`config.mk`:
```
export PLATFORM = sky130hd
export DESIGN_NAME = move_controller
export DESIGN_NICKNAME = d
export VERILOG_FILES = /design/src/rtl/move_controller.sv
export SDC_FILE = /design/constraint.sdc
export NUM_CORES = 1
export LEC_CHECK = 0
export ABC_AREA = 1
export CORE_ASPECT_RATIO = 1.5
export CORE_MARGIN = 8
export CORE_UTILIZATION = 55
export CTS_CLUSTER_DIAMETER = 120
export DETAILED_ROUTE_END_ITERATION = 7
export GPL_TIMING_DRIVEN = 0
export PLACE_DENSITY = 0.83
export SLEW_MARGIN = 0
export SYNTH_ARGS = -nofsm -noshare
export SYNTH_HDL_FRONTEND = slang
export SYNTH_SLANG_ARGS = --single-unit
```
`constraint.sdc`:
```
create_clock -name clk -period 1.85 [get_ports clk]
set_input_delay 0.2775 -clock clk [delete_from_list [all_inputs] [get_ports clk]]
set_output_delay 0.2775 -clock clk [all_outputs]
set_load 0.05 [all_outputs]
```
`src/rtl/move_controller.sv`:
```
// Drop-move sequencer for a connect-style board: validates a requested column drop,
// issues the board write and the turn toggle, and tracks column heights and fill.
//   state   | meaning
//   IDLE    | waiting for drop_req
//   CHECK   | latched move is being validated
//   WRITE   | board write strobe for the accepted move
//   ADVANCE | turn tracker toggle pulse
//   REJECT  | illegal move pulse, nothing written
module move_controller #(
    parameter int COLS = 7,
    parameter int ROWS = 6
) (
    input  logic            clk,
    input  logic            reset,
    input  logic            new_game,
    input  logic            drop_req,
    input  logic [2:0]      drop_col,
    input  logic [1:0]      piece,
    output logic            wr_en,
    output logic [2:0]      wr_row,
    output logic [2:0]      wr_col,
    output logic [1:0]      wr_data,
    output logic            turn_advance,
    output logic            reject,
    output logic            busy,
    output logic [COLS-1:0] col_full,
    output logic            board_full
);

    localparam int CELLS = COLS * ROWS;
    localparam int PW    = $clog2(CELLS + 1);

    typedef enum logic [2:0] {
        S_IDLE    = 3'd0,
        S_CHECK   = 3'd1,
        S_WRITE   = 3'd2,
        S_ADVANCE = 3'd3,
        S_REJECT  = 3'd4
    } state_t;

    state_t        state_q, state_d;
    logic [2:0]    col_q, col_d;
    logic [1:0]    piece_q, piece_d;
    logic [2:0]    height_q [COLS];
    logic [2:0]    height_d [COLS];
    logic [PW-1:0] placed_q, placed_d;

    logic [2:0]    cur_height;
    logic          col_valid;
    logic          move_legal;

    // Height of the latched column; col_valid stays low for columns beyond the board.
    always_comb begin
        cur_height = '0;
        col_valid  = 1'b0;
        for (int c = 0; c < COLS; c++) begin
            if (col_q == 3'(c)) begin
                cur_height = height_q[c];
                col_valid  = 1'b1;
            end
        end
    end

    always_comb begin
        for (int c = 0; c < COLS; c++) begin
            col_full[c] = (height_q[c] == 3'(ROWS));
        end
    end

    assign board_full = (placed_q == PW'(CELLS));

    assign move_legal = col_valid
                      && (cur_height != 3'(ROWS))
                      && ((piece_q == 2'b01) || (piece_q == 2'b10))
                      && !board_full;

    always_comb begin
        state_d  = state_q;
        col_d    = col_q;
        piece_d  = piece_q;
        height_d = height_q;
        placed_d = placed_q;

        case (state_q)
            S_IDLE: begin
                if (drop_req) begin
                    col_d   = drop_col;
                    piece_d = piece;
                    state_d = S_CHECK;
                end
            end
            S_CHECK: begin
                state_d = move_legal ? S_WRITE : S_REJECT;
            end
            S_WRITE: begin
                for (int c = 0; c < COLS; c++) begin
                    if ((col_q == 3'(c)) && (height_q[c] != 3'(ROWS))) begin
                        height_d[c] = height_q[c] + 3'd1;
                    end
                end
                if (placed_q != PW'(CELLS)) begin
                    placed_d = placed_q + PW'(1);
                end
                state_d = S_ADVANCE;
            end
            S_ADVANCE: state_d = S_IDLE;
            S_REJECT:  state_d = S_IDLE;
            default:   state_d = S_IDLE;
        endcase

        // A new game wins over everything, including a move that is mid-flight.
        if (new_game) begin
            state_d = S_IDLE;
            for (int c = 0; c < COLS; c++) begin
                height_d[c] = '0;
            end
            placed_d = '0;
        end
    end

    always_ff @(posedge clk or posedge reset) begin
        if (reset) begin
            state_q  <= S_IDLE;
            col_q    <= '0;
            piece_q  <= '0;
            placed_q <= '0;
            for (int c = 0; c < COLS; c++) begin
                height_q[c] <= '0;
            end
        end else begin
            state_q  <= state_d;
            col_q    <= col_d;
            piece_q  <= piece_d;
            placed_q <= placed_d;
            height_q <= height_d;
        end
    end

    assign wr_en        = (state_q == S_WRITE);
    assign wr_row       = wr_en ? cur_height : 3'd0;
    assign wr_col       = wr_en ? col_q : 3'd0;
    assign wr_data      = wr_en ? piece_q : 2'd0;
    assign turn_advance = (state_q == S_ADVANCE);
    assign reject       = (state_q == S_REJECT);
    assign busy         = (state_q != S_IDLE);

endmodule

```
== Word level (Yosys, flattened, before mapping) ==
Index checks and enable logic that the tools add are counted.

* Bits in registers: 35
* Input port bits: 9
* Output and inout bits: 20
* Logic and storage cells: 115

* Add/sub/neg operators: 8
* Eq/ne operators: 30
* Muxes and demuxes: 33
* Reductions and logical operators: 33

{| class="wikitable"
|+ Operator list
! kind !! count
|-
| $mux W3 || 19
|-
| $mux W21 || 2
|-
| $eq A3 B3 Y1 const B || 11
|-
| $ne A3 B3 Y1 const B || 9
|-
| $add A3 B1 Y3 const B || 7
|-
| $mux W6 || 3
|-
| $reduce_and A2 Y1 || 9
|-
| $reduce_bool A2 Y1 || 9
|-
| $eq A3 B2 Y1 const B || 4
|-
| $logic_and A1 B1 Y1 || 10
|-
| $pmux W3 S3 || 1
|-
| $mux W1 || 7
|-
| $add A6 B1 Y6 const B || 1
|-
| $eq A3 B1 Y1 const B || 2
|-
| $eq A6 B6 Y1 const B || 1
|-
| $logic_not A3 Y1 || 2
|-
| $ne A6 B6 Y1 const B || 1
|-
| $reduce_bool A3 Y1 || 1
|-
| $eq A2 B1 Y1 const B || 1
|-
| $eq A2 B2 Y1 const B || 1
|-
| $mux W2 || 1
|-
| $logic_not A1 Y1 || 1
|-
| $logic_or A1 B1 Y1 || 1
|}

== Longest topological paths before layout ==
Gate-level depths: netlist of the first run.

* Word-level depth: 15
* Mapped depth: 12
* Depth with buffers taken out: 12

== Worst setup path after synthesis of the first run ==
Ideal clock, no wire load.

* Path kind: flip-flop to flip-flop
* Start point: register placed_q[0]
* End point: register placed_q[5]
* Library setup time: 0.134 ns
* Data arrival time: 2.176 ns
* Data required time: 1.716 ns
* Slack: -0.460 ns
* Cell stages (with the launch flop): 10
* Path buffers: 0
* Period minus slack after synthesis: 2.310 ns
* Cell sequence: dfrtp_1 > inv_1 > ha_1 > nand2_1 > nor4_2 > nor2_2 > nor2_4 > nor3_2 > a21oi_1 > nor3_2

* Word-level cells in the longest chain between the ends: 4
* Elaborated cells on any way between the ends: 7
* Those cells by class: 1 x add/sub; 1 x eq/ne; 3 x mux; 2 x reduce/logical

{| class="wikitable"
|+ Ends and longest elaborated chain
! what !! RTL line !! source
|-
| start, declared || 46 || <nowiki>logic [PW-1:0] placed_q, placed_d;</nowiki>
|-
| start signal, assigned || 134 || <nowiki>placed_q <= placed_d;</nowiki>
|-
| $add A6 B1 Y6 || 102 || <nowiki>placed_d = placed_q + PW'(1);</nowiki>
|-
| $mux W6 || 101 || <nowiki>if (placed_q != PW'(CELLS)) begin</nowiki>
|-
| $mux W6 || 84 || <nowiki>case (state_q)</nowiki>
|-
| $mux W6 || 112 || <nowiki>if (new_game) begin</nowiki>
|}

Parallel ways exist; a longest one is shown, timed or not. The select of a mux whose other input is x is not followed.
A chain may end at the register's enable or synchronous reset.

== Worst setup path after layout of the first run ==
* Start point: register col_q[1]
* End point: output wr_row[1]

* Word-level cells in the longest chain between the ends: 9
* Elaborated cells on any way between the ends: 15
* Those cells by class: 6 x eq/ne; 8 x mux; 1 x reduce/logical

{| class="wikitable"
|+ Ends and longest elaborated chain
! what !! RTL line !! source
|-
| start, declared || 42 || <nowiki>logic [2:0] col_q, col_d;</nowiki>
|-
| start signal, assigned || 132 || <nowiki>col_q <= col_d;</nowiki>
|-
| $logic_not A3 Y1 || 57 || <nowiki>if (col_q == 3'(c)) begin</nowiki>
|-
| $mux W3 (6 in series) || 57 ||
|-
| $mux W3 (*) || 57 ||
|-
| $mux W3 (*) || 140 || <nowiki>assign wr_row = wr_en ? cur_height : 3'd0;</nowiki>
|-
| end, declared || 20 || <nowiki>output logic [2:0] wr_row,</nowiki>
|}

Every way passes the cells marked *; elsewhere a longest branch is shown, timed or not.

==> out/qor.yml, run 1 <==
run_status:
  status: "finished, violations left"
  violations: "setup timing"
detailed_routing:
  wl_per_cell_um: 15.02
  drt-total-wl_um: 5618
  dr.pass1.iters: 4
  via_per_inst: 5.575
  remaining_drc_errors: 0
  vias: 2085
  drt_iter0_drc: 126
  ant_nets: 0
cells_and_area:
  fin_nets: 353
  drive_above_1_share: 0.2736
  fin_util: 0.7268
  n_antenna_cell: 0
  seqCellArea_sq_um: 879.6
  final_cell_mix: "nand2_1, nor2_1, inv_1"
  fillers: 275
  syn2layout_area_growth_pct: 29.60
  final_common_cell: "nand2_1"
  multi_input_area_sq_um: 1192
yosys:
  syn-num-nets: 299
  ys_warn_count: 0
  netlist_area_sq_um: 2181
  syn_avg_cell_area_sq_um: 7.959
  synth_area_leaders: "dfrtp_1, ha_1, nand2_1"
  ys_types: 31
  yosys_register_bits: 35
  synth_top_area_share: 0.4016
  yosysTopAreaCell: "dfrtp_1"
  syn-instance-count: 274
  seq_area_frac_synth: 0.4016
sta:
  skew_ps: 8.813
  tightest_slew_ps: 744.4
  fin_crit_ps: 2062
  setup_ws_ps: -211.8
  slew_violations: 0
  fmax_mhz: 485.0
  slew_headroom: 0.5030
  min_period_over_period: 1.114
  whs_ps: 263.2
  hold_violations: 0
  final-setup-viol-count: 4
  rsz0062_at_grt: "true"
critical_path:
  worst_ep_required_time_ps: 1570
  crit_fanout: 6
  path_class: "flip-flop to output pin"
  path_cells: "clkinv_4, nor2_4, nand2_4, nand3_1, nand2_1, nand3_2, nand2_2, a21oi_2, buf_6"
  startpoint_type: "flip-flop"
  slowest_delay_ps: 440
  slowest_stage: "dfrtp_2"
  worstSetupEndpointType: "output pin"
  crit_arrival_ps: 1780
clock_tree:
  cts-hold-fix-buffers: 0
  clk_latency_ps: 300
  cts_tree: "yes"
  cts_made_buffers: 5
  clockBufferDepth: 2
  cts_root_buf: "clkbuf_8"
  clkSinkCount: 35
  clkTransAtPathRegs_ps: 80
  h-tree-depth: 2
power_and_ir_drop:
  clkPwrFrac: 0.188
  seqPwrFrac: 0.329
  combPwrFrac: 0.484
  p_total_w: 0.002983
  p_int_w: 0.001706
  p_leak_nw: 1.404
  ir_drop_mv: 0.9819
  switching_share: 0.4280
  powerDensity_nw_per_um2: 1055
  p_sw_w: 0.001277
grt:
  antenna_found_initial: 0
  grt_max_degree: 36
  grt_pass1_vias: 1898
  grt_usage: 0.1738
  grt_pass1_wl_um: 8583
  grt.overflow.total: 0
floorplanning:
  rows: 28
  fp.dieArea_sq_um: 6278
  fp.dieW_um: 67.42
  initial_core_util: 0.5608
  core_area_sq_um: 3889
  ios: 29
  die_height_um: 93.12
run:
  cap_violations: 0
placed_design:
  gp_congestion: 0.8940
  dpl.hpwl_um: 3685
  port_buffers: 27
worst_hold_path:
  min_path_type: "input port to flip-flop"
-- flip-flops by register name (all words and copies together), names as in the netlist --
register and flops:
height_q 21, state_q 3, piece_q 2, placed_q 6, col_q 3
-- cell type report --
| type | instances | area share |
|---|---|---|
| timing repair buffer | 48 | 0.1439 |
| sequential | 35 | 0.3112 |
| tap | 45 | 0.01992 |
| inverter | 41 | 0.05843 |
| multi-input combinational | 192 | 0.4219 |
| clock buffer | 5 | 0.02435 |
| buffer | 5 | 0.01328 |
| clock inverter | 3 | 0.007083 |
-- cell families (layout without fill, tap and decap cells) --
kind of cell	after synthesis	after routing	synth area share
muxes	1	1	0.005163
xor gates and xnor gates	7	7	0.02811
and+or+nand+nor	129	129	0.2840
AOI/OAI and AO/OA	39	39	0.1021
buffers and inverters	47	102	0.08720
DFF	35	35	0.4016
adders and majority gates	16	16	0.09179
-- through the flow --
stage               TNS [ps]  instance area, sq um  setup WS, ps  instances
floorplan              -1292                  2196        -163.1        274
global placement       -4982                  2522        -518.6        346
detailed placement     -5171                  2522        -553.4        346
CTS                   -517.5                  2686        -177.9        360
global route          -762.8                  2826        -275.3        374
finish                -572.8                  2826        -211.8        374
-- critical path: cells and delay by family (launching register included) --
family,cells,cell delay [ps]
flip-flops,1,440
buffers and inverters,2,290
AND/OR/NAND/NOR,6,580
AO/OA/AOI/OAI,1,180
-- routing by layer --
metal	global-route usage	vias to the layer above	part of all wire	wire length (um)
met5	0	-	0	0
met4	0.07005	0	0.033	187
met3	0.02874	17	0.040	224
met2	0.3098	65	0.55	3104
met1	0.1957	1005	0.37	2101
li1	-	998	-	-
-- timing repair --
action / 4_1_cts / 5_1_grt
resized for setup: 93 / 26
gates cloned: 0 / 1
setup endpoints to repair: 20 / 13
pin swaps: 3 / 9
buffers inserted: 7 / 13
-- power by group through the flow --
stage               logic (W)  registers [W]  clock network [W]
floorplan            0.000762       0.000956                  0
global placement     0.000978       0.000973                  0
detailed placement   0.000999       0.000976                  0
CTS                   0.00113       0.000977           0.000571
global route          0.00154       0.000990           0.000597
finish                0.00144       0.000981           0.000560
-- path summary, 6_finish.rpt --
path                            startpoint     endpoint  slack [ps]  cells past startpoint
min in group asynchronous            reset  placed_q[4]         420                      2
max in group asynchronous            reset   state_q[1]         900                      2
worst min-delay path              new_game  height_q[1]         260                      2
worst min register to register  piece_q[1]   piece_q[1]         560                      2
worst max-delay path              col_q[1]    wr_row[1]        -210                      9
worst max register to register    col_q[2]   state_q[1]         -20                     12
-- Yosys cell counts --
cell type and count:
a211oi_1 5, a21oi_1 18, a311oi_1 1, and3_1 1, buf_2 2, buf_4 2, clkbuf_1 2, clkinv_2 1
dfrtp_1 35, ha_1 16, inv_1 36, inv_2 3, inv_4 1, mux2_2 1, nand2_1 43, nand2_2 2
nand3_1 23, nand4_1 6, nor2_1 39, nor2_2 2, nor2_4 3, nor2_8 1, nor3_1 3, nor3_2 4
nor4_2 1, o21ai_0 11, o21ai_2 1, o31ai_1 3, or2_2 1, xnor2_1 1, xor2_1 6
No activity file was read; power rests on OpenSTA's default activity.
==> run 2: changes to the inputs <==
--- a/config.mk
+++ b/config.mk
@@ -6,6 +6,7 @@
 export NUM_CORES = 1
 export LEC_CHECK = 0
 export ABC_AREA = 1
+export ABC_CLOCK_PERIOD_IN_PS = 1850
 export CORE_ASPECT_RATIO = 1.5
 export CORE_MARGIN = 8
 export CORE_UTILIZATION = 55
==> results of run 2 <==
The final DEF is identical to that of run 1; final timing and power are the same.
==> run 3: changes to the inputs <==
--- a/config.mk
+++ b/config.mk
@@ -7,6 +7,7 @@
 export LEC_CHECK = 0
 export ABC_AREA = 1
 export ABC_CLOCK_PERIOD_IN_PS = 1850
+export CAP_MARGIN = 30
 export CORE_ASPECT_RATIO = 1.5
 export CORE_MARGIN = 8
 export CORE_UTILIZATION = 55
==> run 3 against run 2 <==
  * The run still ends with setup timing left
  * Global-route usage is 0.43 points higher
  * Sequential power is essentially flat
  * Register-to-register slack worse by 40 ps
  * Worst hold slack about the same
  * Clock power rose by 24%
  * Combinational power barely moved
  * Wire length decreased by 1.2%
  * Total power grew 4.5%
  * Largest power group unchanged
==> out/qor.yml, run 3 (synthesis gave the netlist of run 1 again) <==
run_status:
  status: "finished, violations left"
  violations: "setup timing"
cells_and_area:
  largest_register_ffs: 21
  syn2layout_area_growth_pct: 32.19
  fillers: 259
  top_register: "height_q"
  layoutNonFillerInstCount: 375
  final_cell_mix: "nand2_1, nor2_1, dfrtp_1"
  n_antenna_cell: 0
  fin_nets: 354
  largestRegisters: "height_q (21), placed_q (6)"
  drive_above_1_share: 0.2848
  final_common_cell: "nand2_1"
power_and_ir_drop:
  powerDensity_nw_per_um2: 1081
  p_leak_nw: 1.420
  ir_drop_mv: 0.8662
critical_path:
  rr_worst_depth: 14
  crit_path_start: "col_q[1]"
  startpoint_type: "flip-flop"
  worst_ep_required_time_ps: 1570
  path_class: "flip-flop to output pin"
  reg2reg_to: "state_q[1]"
  crit_arrival_ps: 1770
  worstSetupEndpointType: "output pin"
  rrSetupSlack_ps: -60
  timing.rr.start: "col_q[2]"
  crit_fanout: 6
  crit_end: "wr_row[1]"
placed_design:
  gp_congestion: 0.8940
  dpl.hpwl_um: 3814
  dpl.cell_count: 347
  port_buffers: 27
clock_tree:
  clkTransAtPathRegs_ps: 80
  h-tree-depth: 2
  cts_root_buf: "clkbuf_8"
  cts_tree: "yes"
  clockBufferDepth: 2
  clkSinkCount: 35
  cts_made_buffers: 5
  clk_latency_ps: 300
  cts-hold-fix-buffers: 0
detailed_routing:
  via_per_inst: 5.515
  wl_per_cell_um: 14.79
  drt_iter0_drc: 96
  drt-total-wl_um: 5548
  vias: 2068
  dr.pass1.iters: 4
  remaining_drc_errors: 0
  ant_nets: 0
sta:
  skew_ps: 11.72
  fin_crit_ps: 2049
  fmax_mhz: 488.0
  final-setup-viol-count: 5
  tightest_slew_ps: 797.5
  setup_ws_ps: -199.2
  slew_headroom: 0.4678
  whs_ps: 263.6
  rsz0062_at_grt: "true"
  hold_violations: 0
  min_period_over_period: 1.108
  slew_violations: 0
grt:
  grt_usage: 0.1781
  grt_pass1_vias: 1982
  grt_pass1_wl_um: 8818
  antenna_found_initial: 0
  grt.overflow.total: 0
  grt_max_degree: 20
worst_hold_path:
  min_path_type: "input port to flip-flop"
floorplanning:
  initial_core_util: 0.5608
  fp.dieW_um: 67.42
  ios: 29
  fp.dieArea_sq_um: 6278
  core_area_sq_um: 3889
  die_height_um: 93.12
  rows: 28
run:
  cap_violations: 0
==> run 3: cell count changes in the layout (fill, tap and decap cells not counted), sizes merged <==
cell           before  now
bufinv              0    1
clkbuf             14   13
clkdlybuf4s15       4    6
clkinv              3    4
clkinvlp            2    0
==> run 3: worst max-delay path, stage by stage, from the launching register on <==
cell	delay (ps)
dfrtp_2	430
clkinv_4	110
nor3_4	310
nand2_1	80
nand3_1	110
nand2_2	70
a21oi_2	180
buf_6	180
==> run 3: timing repair <==
item / CTS / global route
gates cloned: 0 / 1
endpoints found under the setup margin: 20 / 16
gates resized for setup: 102 / 23
setup buffers: 9 / 11
pin swaps: 6 / 5
==> run 3: per-layer routing <==
layer  share of wire  routed length (um)  GRT usage
met5               0                   0          0
met4           0.030                 165    0.09107
met3           0.034                 190    0.03234
met2            0.55                3039     0.3179
met1            0.39                2152     0.1905
==> run 3: how the worst min path moves through the flow <==
stage,startpoint,endpoint,cells after the start
2_1_floorplan,reset,col_q[0],1
3_3_place_gp,placed_q[0],placed_q[0],2
3_5_place_dp,state_q[0],state_q[0],1
4_1_cts,new_game,height_q[1],2
5_1_grt,new_game,height_q[1],2
6_report,new_game,height_q[1],2
==> run 3: final cells by class <==
| cell class | count | area (sq um) | area share |
|---|---|---|---|
| Buffer | 5 | 37.54 | 0.01302 |
| Clock buffer | 5 | 68.82 | 0.02387 |
| Clock inverter | 3 | 43.79 | 0.01519 |
| Inverter | 41 | 165.2 | 0.05729 |
| Multi-Input combinational cell | 192 | 1197 | 0.4154 |
| Sequential cell | 35 | 878.3 | 0.3047 |
| Tap cell | 45 | 56.30 | 0.01953 |
| Timing Repair Buffer | 49 | 435.4 | 0.1510 |
==> run 3: where the power goes <==
group          total (W)  switching [W]  internal, W
registers       0.000980       0.000116     0.000863
logic            0.00144       0.000863     0.000581
clock network   0.000694       0.000293     0.000401
==> run 3: through the flow <==
step	power (W)	util	TNS [ps]	setup WS, ps	area [sq um]
2_1_floorplan	0.001718	-	-1292	-163.1	2196
4_1_cts	0.002889	0.7133	-486.2	-190.3	2774
6_report	0.003117	0.7413	-628.1	-199.2	2883
3_5_place_dp	0.001982	0.6557	-3779	-550.5	2550
5_1_grt	0.003280	0.7413	-1058	-291.3	2883
3_3_place_gp	0.001952	0.6486	-4982	-518.6	2522
